`src/rtl/up_down_counter.sv`:
```
// Free-running modulo-2^WIDTH up/down counter with asynchronous active-high reset.
// Wraps silently at both ends. The output is the count register itself,
// so there is no combinational path from up to out.
`timescale 1ns/1ps

module up_down_counter #(
    parameter int unsigned WIDTH = 3
) (
    input  logic             clk,
    input  logic             reset,
    input  logic             up,
    output logic [WIDTH-1:0] out
);

    logic [WIDTH-1:0] count_next;

    // Next count: one step in the direction selected by up; the carry/borrow is dropped.
    always_comb begin
        count_next = out;
        if (up) begin
            count_next = out + WIDTH'(1);
        end else begin
            count_next = out - WIDTH'(1);
        end
    end

    // Count register; reset clears it immediately and overrides counting.
    always_ff @(posedge clk or posedge reset) begin
        if (reset) begin
            out <= '0;
        end else begin
            out <= count_next;
        end
    end

endmodule

```
`config.mk`:
```
export PLATFORM = sky130hd
export DESIGN_NAME = up_down_counter
export DESIGN_NICKNAME = d
export VERILOG_FILES = /design/src/rtl/up_down_counter.sv
export SDC_FILE = /design/constraint.sdc
export NUM_CORES = 1
export LEC_CHECK = 0
export ABC_CLOCK_PERIOD_IN_PS = 1340
export CELL_PAD_IN_SITES_DETAIL_PLACEMENT = 1
export CELL_PAD_IN_SITES_GLOBAL_PLACEMENT = 1
export CORE_AREA = 2 2 39 41
export DETAILED_ROUTE_END_ITERATION = 16
export DIE_AREA = 0 0 41 43
export GPL_TIMING_DRIVEN = 0
export PLACE_DENSITY_LB_ADDON = 0.1
export SYNTH_ARGS = -nofsm -noshare
export SYNTH_HDL_FRONTEND = slang
export SYNTH_SLANG_ARGS = --single-unit
```
`constraint.sdc`:
```
create_clock -name clk -period 1.34 [get_ports clk]
set_clock_uncertainty 0.2 [all_clocks]
set_input_delay 0.402 -clock clk [delete_from_list [all_inputs] [get_ports clk]]
set_output_delay 0.402 -clock clk [all_outputs]
set_load 0.1 [all_outputs]
```
After elaboration in Yosys (flattened, before gate mapping). Cells that the tools add are included. W data, S select, Z words.

Register bits: 3. Bits of input ports: 3. Output and inout port bits: 3. Word-level logic and storage cells: 4.

$add $sub $neg: 2. Muxes and demuxes: 1.

Operators with widths (count): $add A3 B1 Y3 const B (1); $mux W3 (1); $sub A3 B1 Y3 const B (1).

Logic depth before layout (Yosys ltp).
Depth in word-level cells: 2. Gate-level depth with buffers: 3.

Worst setup path after synthesis. OpenSTA, ideal clock, no wires.

Path type: reg-to-reg. From: reg out[0]. To: reg out[1]. Setup time: 135 ps. Arrival time: 1477 ps. Data required time: 1005 ps. Path slack: -473 ps. Stages on the path, launching flop included: 2. Path through: dfrtp_1 fa_1.

Word-level cells in the longest chain between the ends: 2. Elaborated cells between the ends (all ways): 3. Those cells by class: 2 x add/sub; 1 x mux.

RTL lines: from (decl) (line 12) `output logic [WIDTH-1:0] out`; from (signal assigned) (line 32) `out <= count_next;`; $sub A3 B1 Y3 or $add A3 B1 Y3 (tied branches) (line 23, 21); $mux W3 (*) (line 20) `if (up) begin`; named net count_next[1] (line 15) `logic [WIDTH-1:0] count_next;`.

The timed path passes the listed nets; every way through them passes the cells marked *.

Worst setup path in the final report.
From: reg out[0]. To: out out[0].

No word-level cell between the ends.

==> results_dict.tcl <==
set metrics [dict create \
    status "finished with violations" \
    violations "setup timing" \
    syn_to_final_growth_pct 120 \
    vias_per_cell 2.71 \
    crit_chain "buf_12" \
    grt_max_degree 4 \
    end_kind "primary output" \
    ys_ff_latch 3 \
    largest_reg_flops 3 \
    grt_pass1_wl_um 503 \
    clk_path_buf_depth 2 \
    timing.fmax_ghz 0.661 \
    gr-usage-all-layers_pct 5.25 \
    cpMaxStageDelayCell "dfrtp_4" \
    gp_congestion 0.502 \
    cts_buffers 3 \
    ys_types 4 \
    ant_nets 0 \
    hold_viol_final 0 \
    top_regs "out (3)" \
    routedWlPerCell_um 8.14 \
    tritoncts "done" \
    worst_pin_slew_ps 119 \
    dieArea_mm2 0.00176 \
    drv_cap 0 \
    layout_common_cells "clkbuf_4 (3), buf_12 (3), inv_1 (2), dfrtp_4 (2)" \
    path_buf_inv 1 \
    yosysTopAreaCell "dfrtp_1" \
    required_ps 740 \
    yosys_warnings 0 \
    drv_slew 0 \
    setup_violations 5 \
    rsz0062_at_grt "true" \
    synth_area_leaders "dfrtp_1 (58%), xnor3_1 (17%), fa_1 (16%)" \
    place_hpwl_um 198 \
    drt-initial-drc-count 1 \
    cts.sinks 3 \
    port_buffers 5 \
    antenna_found_initial 0 \
    grt_pass1_vias 130 \
    cpPeakStageDelay_ps 500 \
    final_nets 24 \
    dr_total_vias 95 \
    regMostFlops "out" \
    io-pin-count 6 \
    drc 0 \
    h-tree-depth 1 \
    setup_ws_ps -174 \
    die_y_um 43 \
    yosysTopAreaCellShare_pct 58.3 \
    yosysSeqAreaShare_pct 58.3 \
    avgSynthCellArea_um2 16.1 \
    core_mm2 0.00138 \
    hold_buffers 0 \
    mappedNetlistArea_um2 129 \
    whs_ps 132 \
    min_period_over_period_pct 113 \
    syn_inst 8 \
    critPathLaunchType "flip-flop" \
    syn_nets 12 \
    start_util_pct 9.31 \
    clockRootBuffer "clkbuf_4" \
    worstHoldPathType "input pin to asynchronous set/reset pin" \
    die_w_um 41 \
    drt_pass1_iterations 2 \
    fin_crit_ps 1510 \
    drive_gt1_share_pct 68.4 \
    clk_pin_slew_ps 40 \
    relSlewSlack_pct 92.1 \
    cp_max_fo 3 \
    worstPathArrival_ps 910 \
    cp_top_family "flip-flops" \
    finish.utilization_pct 20.5 \
    drt_wl_total_um 285 \
    num_antenna_cells 0 \
    globalRouteOverflowTotal 0 \
    clk_latency_ps 240 \
    rows 14 \
    worstSetupPathType "flip-flop to primary output" \
]
per-stage QoR:
| stage | setup TNS, ps | instances | setup WS (ps) | instance area (µm²) |
|---|---|---|---|---|
| 6_report | -560 | 35 | -174 | 284 |
| 5_1_grt | -700 | 35 | -202 | 284 |
| 4_1_cts | -606 | 35 | -189 | 284 |
| 3_5_place_dp | -3310 | 29 | -807 | 210 |
| 3_3_place_gp | -3300 | 29 | -811 | 210 |
| 2_1_floorplan | -259 | 8 | -159 | 140 |
synthesized netlist by cell type:
| master | instances |
|---|---|
| fa_1 | 1 |
| dfrtp_1 | 3 |
| inv_1 | 3 |
| xnor3_1 | 1 |
cells by family (layout without fill, tap and decap cells):
logic type | count (synthesis) | in the layout | share of synthesized area (%)
fa+ha+maj | 1 | 1 | 15.5
buf+inv | 3 | 14 | 8.74
flops | 3 | 3 | 58.3
xor+xnor | 1 | 1 | 17.5
per-layer routing:
| layer | GRT usage (%) | wire (µm) | up-vias |
|---|---|---|---|
| met5 | 0 | 0 | - |
| met3 | 4.71 | 46 | 0 |
| met2 | 6.25 | 149 | 8 |
| li1 | - | - | 44 |
| met1 | 4.58 | 89 | 43 |
| met4 | 6.00 | 0 | 0 |
repair_timing:
action                     in CTS  in global routing
resized for setup              30                  0
setup endpoints to repair       5                  5
buffers inserted                2                  0
hold endpoints to repair        0                  0
layout make-up:
| cell class | count | area, µm² |
|---|---|---|
| Clock buffer | 4 | 26.3 |
| Fill cell | 147 | 1100 |
| Inverter | 3 | 11.3 |
| Multi-Input combinational cell | 2 | 45.0 |
| Sequential cell | 3 | 83.8 |
| Tap cell | 16 | 20.0 |
| Timing Repair Buffer | 7 | 97.6 |
worst paths after layout:
kind	startpoint	slack, ps	end	depth (start not counted)
min in group clk	out[0]$_DFF_PP0_	330	out[0]$_DFF_PP0_	1
max	out[0]$_DFF_PP0_	-170	out[0]	1
max in group asynchronous	reset	660	out[1]$_DFF_PP0_	2
min	reset	130	out[0]$_DFF_PP0_	2
min reg2reg	out[0]$_DFF_PP0_	330	out[0]$_DFF_PP0_	1
max reg2reg	out[1]$_DFF_PP0_	-100	out[2]$_DFF_PP0_	3
Power is left out: the tool's default activity adds up to more than one toggle a clock period on the data nets, which glitch-free logic cannot reach.
